## src/rtl/telemetry_rx.sv

```systemverilog
// Receive-side telemetry frame parser: locks onto AA 55 framed 8-byte records from UART_rcv,
// publishes battery/current/torque atomically, flags framing errors and mid-frame byte timeouts.
module telemetry_rx #(
  parameter int TMO_CYC = 65536
) (
  input  logic        clk,
  input  logic        rst_n,
  input  logic [7:0]  rx_data,
  input  logic        rdy,
  output logic        clr_rdy,
  output logic [11:0] batt_v,
  output logic [11:0] curr,
  output logic [11:0] torque,
  output logic        frame_vld,
  output logic        frm_err,
  output logic        tmo_err,
  output logic [7:0]  err_cnt
);

  typedef enum logic [2:0] {SYNC1, SYNC2, BH, BL, CH, CL, TH, TL} state_t;

  localparam logic [19:0] TMO_LAST = 20'(TMO_CYC - 1);

  state_t      r_state;
  logic [19:0] r_tmo_cnt;
  logic [11:0] r_batt_sh;
  logic [11:0] r_curr_sh;
  logic [11:0] r_torq_sh;

  logic w_acc;
  logic w_hi_state;
  logic w_frm_hit;
  logic w_tmo_hit;

  // rdy stays high one cycle past clr_rdy, so masking with clr_rdy consumes each byte once
  assign w_acc      = rdy & ~clr_rdy;
  assign w_hi_state = (r_state == BH) || (r_state == CH) || (r_state == TH);
  assign w_frm_hit  = w_acc && w_hi_state && (rx_data[7:4] != 4'h0);
  // an accept in the same cycle as the timeout wins
  assign w_tmo_hit  = !w_acc && (r_state != SYNC1) && (r_tmo_cnt == TMO_LAST);

  always_ff @(posedge clk or negedge rst_n) begin
    if (!rst_n) begin
      r_state   <= SYNC1;
      r_tmo_cnt <= '0;
      r_batt_sh <= '0;
      r_curr_sh <= '0;
      r_torq_sh <= '0;
      clr_rdy   <= 1'b0;
      batt_v    <= '0;
      curr      <= '0;
      torque    <= '0;
      frame_vld <= 1'b0;
      frm_err   <= 1'b0;
      tmo_err   <= 1'b0;
      err_cnt   <= '0;
    end else begin
      clr_rdy   <= w_acc;
      frame_vld <= 1'b0;
      frm_err   <= w_frm_hit;
      tmo_err   <= w_tmo_hit;

      if ((w_frm_hit || w_tmo_hit) && (err_cnt != 8'hFF)) begin
        err_cnt <= err_cnt + 8'd1;
      end

      if (w_acc) begin
        r_tmo_cnt <= '0;
        case (r_state)
          SYNC1: if (rx_data == 8'hAA) r_state <= SYNC2;
          SYNC2: begin
            if (rx_data == 8'h55)      r_state <= BH;
            else if (rx_data != 8'hAA) r_state <= SYNC1;
          end
          BH: begin
            if (w_frm_hit) r_state <= SYNC1;
            else begin
              r_batt_sh[11:8] <= rx_data[3:0];
              r_state         <= BL;
            end
          end
          BL: begin
            r_batt_sh[7:0] <= rx_data;
            r_state        <= CH;
          end
          CH: begin
            if (w_frm_hit) r_state <= SYNC1;
            else begin
              r_curr_sh[11:8] <= rx_data[3:0];
              r_state         <= CL;
            end
          end
          CL: begin
            r_curr_sh[7:0] <= rx_data;
            r_state        <= TH;
          end
          TH: begin
            if (w_frm_hit) r_state <= SYNC1;
            else begin
              r_torq_sh[11:8] <= rx_data[3:0];
              r_state         <= TL;
            end
          end
          TL: begin
            // torque low goes straight to the output; its shadow is not needed
            r_torq_sh[7:0] <= rx_data;
            batt_v         <= r_batt_sh;
            curr           <= r_curr_sh;
            torque         <= {r_torq_sh[11:8], rx_data};
            frame_vld      <= 1'b1;
            r_state        <= SYNC1;
          end
          default: r_state <= SYNC1;
        endcase
      end else if (w_tmo_hit) begin
        r_state   <= SYNC1;
        r_tmo_cnt <= '0;
      end else if (r_state == SYNC1) begin
        r_tmo_cnt <= '0;
      end else begin
        r_tmo_cnt <= r_tmo_cnt + 20'd1;
      end
    end
  end

endmodule

```

## config.mk

```make
export PLATFORM = sky130hd
export DESIGN_NAME = telemetry_rx
export DESIGN_NICKNAME = d
export VERILOG_FILES = /design/src/rtl/telemetry_rx.sv
export SDC_FILE = /design/constraint.sdc
export NUM_CORES = 1
export LEC_CHECK = 0
export BUFFER_PORTS_ARGS = -buffer_cell sky130_fd_sc_hd__buf_2
export CAP_MARGIN = 25
export CORE_MARGIN = 4
export CORE_UTILIZATION = 40
export DETAILED_ROUTE_END_ITERATION = 10
export PLACE_DENSITY = 0.62
export SETUP_SLACK_MARGIN = 0.15
export SYNTH_ARGS = -nofsm -noshare
export SYNTH_HDL_FRONTEND = slang
export SYNTH_SLANG_ARGS = --single-unit
```

## constraint.sdc

```tcl
create_clock -name clk -period 3.45 [get_ports clk]
set_input_delay 0.345 -clock clk [delete_from_list [all_inputs] [get_ports clk]]
set_output_delay 0.345 -clock clk [all_outputs]
set_load 0.05 [all_outputs]
```

# Word level (Yosys, flattened, before mapping)
# Index checks and enable logic that the tools add are counted.
dict set report totals {
  word_cells 68
  output_inout_bits 48
  ff_bits 99
  in_bits 11
}
dict set report op_classes {
  eq_ne 14
  n_bitwise 3
  reduce_logical 20
  add_sub_neg 2
  mux 14
}
# operator n
set ops {}
lappend ops {{20-bit 2-to-1 mux} 3}
lappend ops {{3-bit case mux with 8 select lines} 1}
lappend ops {{3-bit 2-to-1 mux} 7}
lappend ops {{20-bit by 1-bit adder with 20-bit output (second input constant)} 1}
lappend ops {{20-bit by 16-bit == test with 1-bit output (second input constant)} 1}
lappend ops {{8-bit inequality test (second input constant)} 2}
lappend ops {{3-bit == test (second input constant)} 4}
lappend ops {{3-bit AND reduction} 4}
lappend ops {{8-bit by 1-bit adder with 8-bit output (second input constant)} 1}
lappend ops {{8-bit by 7-bit == test with 1-bit output (second input constant)} 1}
lappend ops {{8-bit == test (second input constant)} 1}
lappend ops {{3-bit by 2-bit == test with 1-bit output (second input constant)} 2}
lappend ops {{2-bit AND reduction} 3}
lappend ops {{1-bit logical AND} 5}
lappend ops {{4-bit inequality test (second input constant)} 1}
lappend ops {{4-bit nonzero test} 1}
lappend ops {{3-bit by 1-bit == test with 1-bit output (second input constant)} 1}
lappend ops {{3-bit logical NOT} 1}
lappend ops {{1-bit logical OR} 3}
lappend ops {{3-bit inequality test (second input constant)} 1}
lappend ops {{3-bit nonzero test} 1}
lappend ops {{1-bit 2-to-1 mux} 2}
lappend ops {{2-bit 2-to-1 mux} 1}
lappend ops {{1-bit inverter} 2}
lappend ops {{other kinds (3)} 3}

# Longest topological paths before layout
dict set report logic_depth {
  depth_word 8
  depth_mapped 9
  depth_no_buf 6
}

# Least setup slack after synthesis
# OpenSTA, ideal clock, no wires.
dict set report synth_path {
  kind {reg2reg}
  startpoint {reg err_cnt[0]}
  endpoint {reg err_cnt[1]}
  setup_time_ps 125
  setup_slack_ps 1459
  synth_period_minus_slack_ps 1991
  arrival_ps 1866
  n_path_buf 0
  path_stages_with_launch 7
  path_cell_list {dfrtp_1 -> ha_1 -> inv_1 -> nor2_1 -> nand4_1 -> and2_4 -> mux2_4}
}
dict set report synth_between {
  elab_chain_cells 2
  word_cells_on_any_way 3
  classes_between {add/sub: 1; eq/ne: 1; reduce/logical: 1}
}
# item line_no
set synth_rtl {}
lappend synth_rtl {{from (decl)} 17} ;# output logic [7:0] err_cnt
lappend synth_rtl {{from (signal assigned)} 64} ;# err_cnt <= err_cnt + 8'd1;
lappend synth_rtl {{branches (longest 2 deep; another with 8-bit by 1-bit adder with 8-bit output)} -}
# Several ways; the timed one is not identified.
# A chain may end at the register's enable or synchronous reset.

# Worst setup path after layout
dict set report layout_path {
  startpoint {reg clr_rdy}
  endpoint {reg batt_v[9]}
}
dict set report layout_between {
  elab_chain_cells 3
}
# item line_no
set layout_rtl {}
lappend layout_rtl {{from (decl)} 10} ;# output logic clr_rdy,
lappend layout_rtl {{from (signal assigned)} 58} ;# clr_rdy <= w_acc;
lappend layout_rtl {{1-bit inverter} 36} ;# assign w_acc = rdy & ~clr_rdy;
lappend layout_rtl {{1-bit bitwise AND} 36}
lappend layout_rtl {{net w_acc} 30} ;# logic w_acc;
lappend layout_rtl {{2-bit AND reduction (no source line)} -}
lappend layout_rtl {{to (signal assigned)} 107} ;# batt_v <= r_batt_sh;
lappend layout_rtl {{to (decl)} 11} ;# output logic [11:0] batt_v,
# The timed path passes the listed nets, and every way through them passes these cells.

==> impl_results.md <==
* RSZ-0062 raised after global routing: false
* Dpl hpwl at 5.549 mm
* Asr flop ratio synth at 100.0%
* Synth Area in Compound Gates at 3.484%
* Global Route met1 Usage at 19.79%
* Final Net Count at 440
* Critical Path Source: clr_rdy
* Global-route wire length before repair at 14.61 mm
* DRC Markers at 0
* Simple-Gate Fraction of Synth Area at 20.16%
* Maximum vdd drop at 0.1867 mV
* Number of synthesized flops with an enable pin at 0
* Routed length per instance at 14.44 um
* CTS resizes at 0
* Area share of fa/ha/maj cells after synthesis at 0.5956%
* Routability cong. at 0.7356
* Setup Skew at 10.07 ps
* Syn Inst Count at 365
* Fraction of layout cells with a size suffix above 1 at 30.79%
* Fin crit period at 2072 ps
* Starting Density at 40.88%
* Slew @ Worst Pin at 743.2 ps
* Area added between synthesis and finish at 15.49%
* Max Freq at 482.6 MHz
* DIE HEIGHT at 110.5 um
* Die Area at 12,210 um^2
* Synth Register Bits at 99
* Startpoint types: flip-flop
* H-Tree Depth at 3
* Placed Instances at 551
* Routed WL at 8.202 mm
* Vias in the first global route at 2,958
* Avg Cell Area, Syn at 11.51 um^2
* Outcome: complete, but fails checks
* Largest net degree at the start of global routing at 75
* Via count at 2,818
* Crit Path Max Fanout at 37
* Global route total overflow at 0
* Max-cap viol count at 0
* # diodes at 0
* CTS tree: yes
* Final setup fails at 0
* Most frequent cells in the layout: 99 x dfrtp_1, 95 x nand2_1, 57 x buf_2
* Xor/xnor cell area share of the yosys netlist at 3.961%
* Core Area at 10,280 um^2
* Worst hold margin at -18.06 ps
* CTS buffer count at 9
* Sequential element share of the synthesized area at 58.96%
* # hold bufs at CTS at 0
* Synth Cell Area at 4202 um^2
* Vias/cell at 4.961
* Setup bufs post-CTS at 0
* Reg2reg start: clr_rdy
* CP Data Arrival Time at 2320 ps
* YS warnings at 0
* Clock Path Buffers at 2
* Clock sinks at 99
* Req. time, crit path at 3700 ps
* Final Hold Fails at 6
* Largest cells by area after synthesis: dfrtp_1 59%, mux2_2 9.4%, nand2_1 8.5%
* Fin cells at 568
* Distinct cells, synth at 45
* Port bufs at 58
* Skew-Pair Late Insertion Delay at 350 ps
* Reg2Reg Depth at 8
* Most common cell after layout, fill and taps aside: dfrtp_1
* Layer with the highest usage: met2
* Antenna Violating Nets Remaining at 0
* Initial antenna violation count at 0
* Worst hold-check path type: in -> async
* Max transition margin at 50.42%
* Mux cell area share after synthesis at 10.75%
* CP Capture Type: flip-flop
* Power per Cell Area at 448.8 nW/um^2
* Die W at 110.5 um
* GR Util met2 at 22.90%
* Leading area contributor after synthesis: dfrtp_1
* Top cell type's share of synthesized area at 58.96%
* Total track usage at 14.29%
* Largest family of logic cells by synthesized area: simple AND/OR/NAND/NOR gates
* Clk root buf: clkbuf_8
* Slew Viols, Final at 0
* Row cnt at 37
* Final Cycle Share at 60.07%
* Number of DRC markers in iteration 0 at 175
* Mapped Nets at 378
* First-pass iteration count of the detailed router at 4
* Violated checks: negative hold slack
* Fin Setup TNS at 0 ps
* Post-synth top flop: dfrtp_1
* IO Count at 59
* Met3 Use GR at 2.849%
* WS Path Type: reg -> reg
* Clk slew on worst S/H paths at 100 ps
* P_leak at 0.002559 uW
[critical path, stage by stage (launching register included)]
cell and delay [ps]:
dfrtp_1 360, nand2b_1 300, inv_2 120, nand4_4 100, buf_4 370, inv_1 260
buf_4 270, nand2_1 90, nand2_1 50
[state kept, by name, summed over array words and instances (netlist names), 3 cells and up]
register,cells
err_cnt,8
r_batt_sh,12
curr,12
r_torq_sh,4
torque,12
r_state,3
r_curr_sh,12
batt_v,12
r_tmo_cnt,20
[final cells by class]
| type | instances | area (um^2) |
|---|---|---|
| Inverter | 5 | 18.77 |
| Fill cell | 1002 | 5425 |
| Sequential cell | 99 | 2477 |
| Tap cell | 136 | 170.2 |
| Timing Repair Buffer | 63 | 350.3 |
| Clock buffer | 10 | 127.6 |
| Clock inverter | 6 | 71.32 |
| Multi-Input combinational cell | 249 | 1637 |
[metal layers]
layer  vias to the layer above  share of wire [%]
met4                         0               0.90
met3                         6                3.3
met5                         -                  0
li1                       1367                  -
met2                        44                 48
met1                      1401                 48
[kinds of logic (layout without fill, tap and decap cells)]
family | count (synthesis) | in the layout
adders and majority gates | 2 | 2
DFF | 99 | 99
AOI/OAI and AO/OA | 22 | 22
buffers and inverters | 17 | 84
muxes | 40 | 40
and+or+nand+nor | 166 | 166
xor gates and xnor gates | 19 | 19
[path summary, 6_finish.rpt]
kind                                end  slack [ps]
setup / recovery              batt_v[9]        1380
hold reg to reg              batt_v[10]         460
max in group asynchronous  r_curr_sh[1]        2900
min in group clk              torque[4]         350
hold / removal                batt_v[2]         -20
setup reg to reg              batt_v[9]        1380
[synthesized netlist by cell type, types with 5 or more instances]
master   instances
nand3_1          7
a21oi_1          5
xnor2_1          6
nand2_1         95
buf_2            7
xor2_1          13
mux2_2          35
dfrtp_1         99
a31oi_1          5
o21ai_0          7
nor2_1          24
nand4_1          5
[power breakdown]
part / internal (uW) / total (uW) / switching, uW
Combinational: 56.3 / 190 / 134
Clock: 344 / 759 / 415
Sequential: 1190 / 1230 / 41.6
[stage by stage]
step | util (%) | power, uW | cell area [um^2] | setup slack, ps
after floorplan | - | 1378 | 4202 | 1459
after global placement | 45.01 | 1437 | 4626 | 1423
after detailed placement | 45.01 | 1441 | 4626 | 1334
after CTS | 46.94 | 2204 | 4825 | 1360
after global routing | 47.21 | 2270 | 4852 | 1146
final | 47.21 | 2178 | 4852 | 1378
Power figures use the tool's default switching activity.
